[config.mk]
export PLATFORM = sky130hd
export DESIGN_NAME = elevator_request_scheduler
export DESIGN_NICKNAME = d
export VERILOG_FILES = /design/src/rtl/elevator_request_scheduler.sv
export SDC_FILE = /design/constraint.sdc
export NUM_CORES = 1
export LEC_CHECK = 0
export CELL_PAD_IN_SITES_DETAIL_PLACEMENT = 1
export CELL_PAD_IN_SITES_GLOBAL_PLACEMENT = 2
export CORE_UTILIZATION = 40
export CTS_CLUSTER_DIAMETER = 40
export CTS_CLUSTER_SIZE = 14
export DETAILED_ROUTE_END_ITERATION = 12
export PLACE_DENSITY = 0.77
export SLEW_MARGIN = 20
export SYNTH_ARGS = -nofsm -noshare
export SYNTH_HDL_FRONTEND = slang
export SYNTH_SLANG_ARGS = --single-unit
export TNS_END_PERCENT = 1
[constraint.sdc]
create_clock -name clock -period 3.31 [get_ports clock]
set_input_delay 0.662 -clock clock [delete_from_list [all_inputs] [get_ports clock]]
set_output_delay 0.662 -clock clock [all_outputs]
set_load 0.02 [all_outputs]
[src/rtl/elevator_request_scheduler.sv]
// rtl/elevator_request_scheduler.sv - park/retrieve request queues with round-robin command issue to the elevator
// Two 4-deep plate FIFOs feed a single outstanding command; leakage halts motion without losing an offered command.
module elevator_request_scheduler (
    input  logic        clock,
    input  logic        reset,
    input  logic        in_req,
    input  logic [15:0] in_plate,
    input  logic        out_req,
    input  logic [15:0] out_plate,
    input  logic        leakage,
    output logic        cmd_valid,
    input  logic        cmd_ready,
    output logic        cmd_dir,
    output logic [15:0] cmd_plate,
    input  logic        cmd_done,
    output logic [2:0]  in_count,
    output logic [2:0]  out_count,
    output logic        busy,
    output logic        halted,
    output logic [7:0]  drop_count
);

    typedef enum logic [1:0] {IDLE, ISSUE, WAIT_DONE, HALT} state_t;

    state_t      state;
    logic        pending;
    logic        last_grant_out;

    logic [15:0] in_mem  [4];
    logic [15:0] out_mem [4];
    logic [1:0]  in_wr, in_rd, out_wr, out_rd;

    logic        in_push, in_drop, in_pop;
    logic        out_push, out_drop, out_pop;
    logic        in_any, out_any, grant_out, pop_en;
    logic [8:0]  drop_sum;

    // Fullness is judged on the registered count, so a same-cycle pop never makes room for a push.
    always_comb begin
        in_push   = in_req && (in_plate != 16'd0) && (in_count != 3'd4);
        in_drop   = in_req && !in_push;
        out_push  = out_req && (out_plate != 16'd0) && (out_count != 3'd4);
        out_drop  = out_req && !out_push;
        in_any    = (in_count != 3'd0);
        out_any   = (out_count != 3'd0);
        grant_out = out_any && (!in_any || !last_grant_out);
        pop_en    = (state == IDLE) && !leakage && (in_any || out_any);
        in_pop    = pop_en && !grant_out;
        out_pop   = pop_en && grant_out;
        drop_sum  = {1'b0, drop_count} + {8'd0, in_drop} + {8'd0, out_drop};
    end

    always_ff @(posedge clock) begin
        if (in_push) begin
            in_mem[in_wr] <= in_plate;
        end
        if (out_push) begin
            out_mem[out_wr] <= out_plate;
        end
    end

    always_ff @(posedge clock or negedge reset) begin
        if (!reset) begin
            in_wr      <= 2'd0;
            in_rd      <= 2'd0;
            in_count   <= 3'd0;
            out_wr     <= 2'd0;
            out_rd     <= 2'd0;
            out_count  <= 3'd0;
            drop_count <= 8'd0;
        end else begin
            if (in_push) begin
                in_wr <= in_wr + 2'd1;
            end
            if (in_pop) begin
                in_rd <= in_rd + 2'd1;
            end
            if (out_push) begin
                out_wr <= out_wr + 2'd1;
            end
            if (out_pop) begin
                out_rd <= out_rd + 2'd1;
            end
            in_count   <= in_count + {2'd0, in_push} - {2'd0, in_pop};
            out_count  <= out_count + {2'd0, out_push} - {2'd0, out_pop};
            drop_count <= (drop_sum > 9'd255) ? 8'hFF : drop_sum[7:0];
        end
    end

    // A freshly popped command spends one cycle in ISSUE with cmd_valid low before it is offered;
    // a command re-offered out of HALT is already loaded, so it is offered on the exit edge.
    always_ff @(posedge clock or negedge reset) begin
        if (!reset) begin
            state          <= IDLE;
            pending        <= 1'b0;
            last_grant_out <= 1'b1;
            cmd_valid      <= 1'b0;
            cmd_dir        <= 1'b0;
            cmd_plate      <= 16'd0;
        end else begin
            case (state)
                IDLE: begin
                    cmd_valid <= 1'b0;
                    if (leakage) begin
                        state   <= HALT;
                        pending <= 1'b0;
                    end else if (pop_en) begin
                        cmd_dir        <= grant_out;
                        cmd_plate      <= grant_out ? out_mem[out_rd] : in_mem[in_rd];
                        last_grant_out <= grant_out;
                        state          <= ISSUE;
                    end
                end
                ISSUE: begin
                    if (leakage) begin
                        state     <= HALT;
                        pending   <= 1'b1;
                        cmd_valid <= 1'b0;
                    end else if (cmd_valid && cmd_ready) begin
                        state     <= WAIT_DONE;
                        cmd_valid <= 1'b0;
                    end else begin
                        cmd_valid <= 1'b1;
                    end
                end
                WAIT_DONE: begin
                    cmd_valid <= 1'b0;
                    if (cmd_done) begin
                        state   <= leakage ? HALT : IDLE;
                        pending <= 1'b0;
                    end
                end
                HALT: begin
                    if (!leakage) begin
                        state     <= pending ? ISSUE : IDLE;
                        cmd_valid <= pending;
                        pending   <= 1'b0;
                    end else begin
                        cmd_valid <= 1'b0;
                    end
                end
                default: begin
                    state     <= IDLE;
                    cmd_valid <= 1'b0;
                end
            endcase
        end
    end

    assign busy   = (state != IDLE);
    assign halted = (state == HALT);

endmodule

==> impl_metrics.py <==
metrics = {
    "job": {
        "drv_cap": 0,
    },
    "detailed_routing": {
        "firstDrtPassIters": 4,
        "wl_um": 14300,
        "wl_per_cell_um": 19.2,
        "num_vias": 3756,
        "ant_nets": 0,
        "drc": 0,
        "drt_iter0_drc": 138,
        "vias_per_cell": 5.04,
    },
    "power": {
        "vdd_drop_max_v": 0.000490,
        "clkPwrFrac_pct": 25.8,
        "p_seq_share_pct": 44.5,
        "switchingPower_mw": 2.29,
        "power_frac_comb_pct": 29.7,
        "p_per_area_nw_per_um2": 849,
        "p_leak_nw": 3.26,
        "internal_power_mw": 5.18,
        "swShare_pct": 30.7,
    },
    "floorplanning": {
        "core_area_sq_um": 16800,
        "io_pins": 73,
        "die_area_sq_um": 17800,
        "start_util_pct": 41.3,
        "die_x_um": 133,
        "fp.dieH_um": 133,
        "rows": 47,
    },
    "yosys": {
        "synth_top_area_share_pct": 55.6,
        "synth_flop_cell": "edfxtp_1",
        "postSynthAreaPerCell_sq_um": 17.7,
        "ys_seq_elements": 172,
        "synth_common_cells": "edfxtp_1 (128), nand2_1 (48), dfrtp_1 (43)",
        "synthTopCellsByArea": "edfxtp_1 (56%), dfrtp_1 (16%), mux4_2 (10%)",
        "synth_seq_area_share_pct": 71.5,
        "netlist_area_sq_um": 6920,
        "syn_inst": 391,
        "synth_cell_type_count": 40,
        "async_reset_ff_share_pct": 25.6,
        "synth_fp_nets": 446,
        "yosys.cell_count.top_type": "edfxtp_1",
        "yosys.area.top_type": "edfxtp_1",
        "ys_warn_count": 0,
        "synth-edff-count": 128,
    },
    "layout": {
        "nNetsFinal": 567,
        "area.growth.synth_to_final_pct": 27.3,
        "drive_gt1_share_pct": 24.6,
        "n_antenna_cell": 0,
    },
    "sta": {
        "setup_viol_count_final": 0,
        "fin_crit_sh_pct": 95.3,
        "min_period_ns": 3.15,
        "clock.fmax_mhz": 317,
        "layout_setup_ws_ns": 0.156,
        "whs_ns": 0.246,
        "final_max_slew_viol_count": 0,
        "worst_pin_slew_ns": 0.930,
        "slew_headroom_pct": 38.0,
        "finalClockSkew_ns": 0.00685,
        "hold_viol": 0,
    },
    "global_route": {
        "grt.total_usage_pct": 17.3,
        "grt_pass1_vias": 4135,
        "gr-total-overflow": 0,
        "grt_pass1_wl_um": 22600,
        "grt_start_max_net_pins": 45,
        "antenna_found_initial": 0,
    },
    "setup_path": {
        "cpPeakStageDelay_ns": 0.48,
        "required_ns": 3.61,
        "end_kind": "register",
        "worst_setup_path_start_kind": "input pin",
        "slowest_stage": "clkdlybuf4s50_1",
        "crit_top_cell": "and3_1",
        "worstPathMaxFanout": 3,
        "crit_chain": "clkdlybuf4s50_1, nor4_4, nand4_1, and3_1, inv_1, nand2_1, fa_1, inv_1, ha_1, and3_1, and3_1, nor2b_1, a21oi_1",
        "worstPathArrival_ns": 3.45,
        "crit_type": "in2reg",
    },
    "clock_network": {
        "clock_sinks": 172,
        "cts_htree_levels": 4,
        "cts.clk_slew.worst_paths_ns": 0.06,
        "clk_latency_ns": 0.42,
        "cts_setup_buffers": 0,
        "cts-root-buf": "clkbuf_16",
        "cts_hold_repair.buffers": 0,
        "cts_tree": "done",
        "clock_path_buffers": 2,
        "cts_made_buffers": 17,
    },
    "placed_design": {
        "preCtsSetupSlack_ns": -0.570,
        "numPortBuffers": 72,
        "hpwl_um": 9640,
        "routabilityCongestion": 0.716,
    },
    "status": {
        "status": "complete, no violations",
    },
    "worst_hold_path": {
        "hold_path_class": "in2async",
    },
}
==> power by group through the flow <==
| stage | combinational [mW] | sequential, mW | clock (mW) |
|---|---|---|---|
| floorplan | 1.25 | 3.39 | 0 |
| global placement | 2.22 | 3.34 | 0 |
| detailed placement | 2.27 | 3.38 | 0 |
| CTS | 2.28 | 3.34 | 1.97 |
| global route | 2.43 | 3.40 | 2.04 |
| finish | 2.22 | 3.32 | 1.93 |
==> path summary, 6_finish.rpt <==
check                        startpoint       endpoint  slack (ns)  depth (start not counted)
max in group asynchronous         reset   cmd_plate[4]        2.65                          1
min in group clock         cmd_plate[5]   cmd_plate[5]        0.49                          2
hold reg to reg            cmd_plate[5]   cmd_plate[5]        0.49                          2
setup / recovery           out_plate[2]  drop_count[6]        0.16                         13
setup reg to reg            in_count[1]   out_count[2]        0.86                          9
hold / removal                    reset  drop_count[4]        0.25                          1
==> cells by family (layout without fill, tap and decap cells) <==
family | count (synthesis) | after routing | synth area share (%)
muxes | 35 | 35 | 10.9
DFF | 172 | 172 | 71.5
buffers and inverters | 33 | 167 | 2.70
and+or+nand+nor | 93 | 93 | 6.59
xor gates and xnor gates | 14 | 14 | 1.88
AOI/OAI and AO/OA | 28 | 28 | 3.18
adders and majority gates | 16 | 16 | 3.22
==> critical path: cells and delay by family <==
family                     cells  cell delay [ns]
and+or+nand+nor                7             1.50
AOI/OAI and AO/OA              1             0.07
buffers and inverters          3             0.62
adders and majority gates      2             0.60
==> cell type report <==
cell class / instances / area, sq um
Fill cell: 1595 / 7960
Sequential cell: 172 / 4950
Multi-Input combinational cell: 186 / 1830
Timing Repair Buffer: 120 / 1130
Clock buffer: 21 / 450
Tap cell: 220 / 275
Clock inverter: 11 / 118
Inverter: 15 / 56.3
==> state kept, by name, summed over array words and instances, names as in the netlist <==
name	count
pending	1
cmd_dir	1
in_wr	2
state	2
in_rd	2
last_grant_out	1
in_count	3
out_count	3
cmd_plate	16
out_mem	64
in_mem	64
out_wr	2
drop_count	8
out_rd	2
cmd_valid	1
==> repair_timing <==
action | 4_1_cts | 5_1_grt
pin swaps | 0 | 1
setup endpoints to repair | 8 | 8
resized for setup | 1 | 6
==> through the flow <==
step                      power (mW)  instance area, sq um  cells  util, %  TNS, ns
after floorplan                 4.64                  6920    391        -        0
after global placement          5.56                  8190    713     48.8    -3.99
after detailed placement        5.64                  8190    713     48.8    -5.01
after CTS                       7.59                  8760    745     52.3        0
after global routing            7.87                  8800    745     52.5   -0.133
final                           7.47                  8800    745     52.5        0
==> cells in the final DEF (no fill, tap or decap), drive strengths merged, types with 2 or more instances in the layout <==
| cell type | count |
|---|---|
| buf | 49 |
| clkinvlp | 4 |
| a22oi | 16 |
| and3 | 4 |
| or3 | 2 |
| ha | 13 |
| dfrtp | 43 |
| o21ai | 3 |
| fa | 3 |
| nor4 | 8 |
| nand4 | 3 |
| clkbuf | 21 |
| mux2 | 3 |
| nand2 | 48 |
| a21o | 3 |
| bufinv | 2 |
| inv | 16 |
| mux4 | 32 |
| clkinv | 4 |
| clkdlybuf4s50 | 71 |
| xnor2 | 10 |
| edfxtp | 128 |
| nor3 | 4 |
| xor2 | 4 |
| nor2 | 7 |
| and2 | 9 |
| nor2b | 2 |
| nand2b | 3 |
==> metal layers <==
layer,part of all wire [%],up-vias,global-route usage [%]
met3,3.6,18,3.50
met1,44,1933,22.3
met4,1.7,0,5.81
met5,0,-,0
met2,51,79,29.2
li1,-,1726,-
No activity file was read; power rests on OpenSTA's default activity.
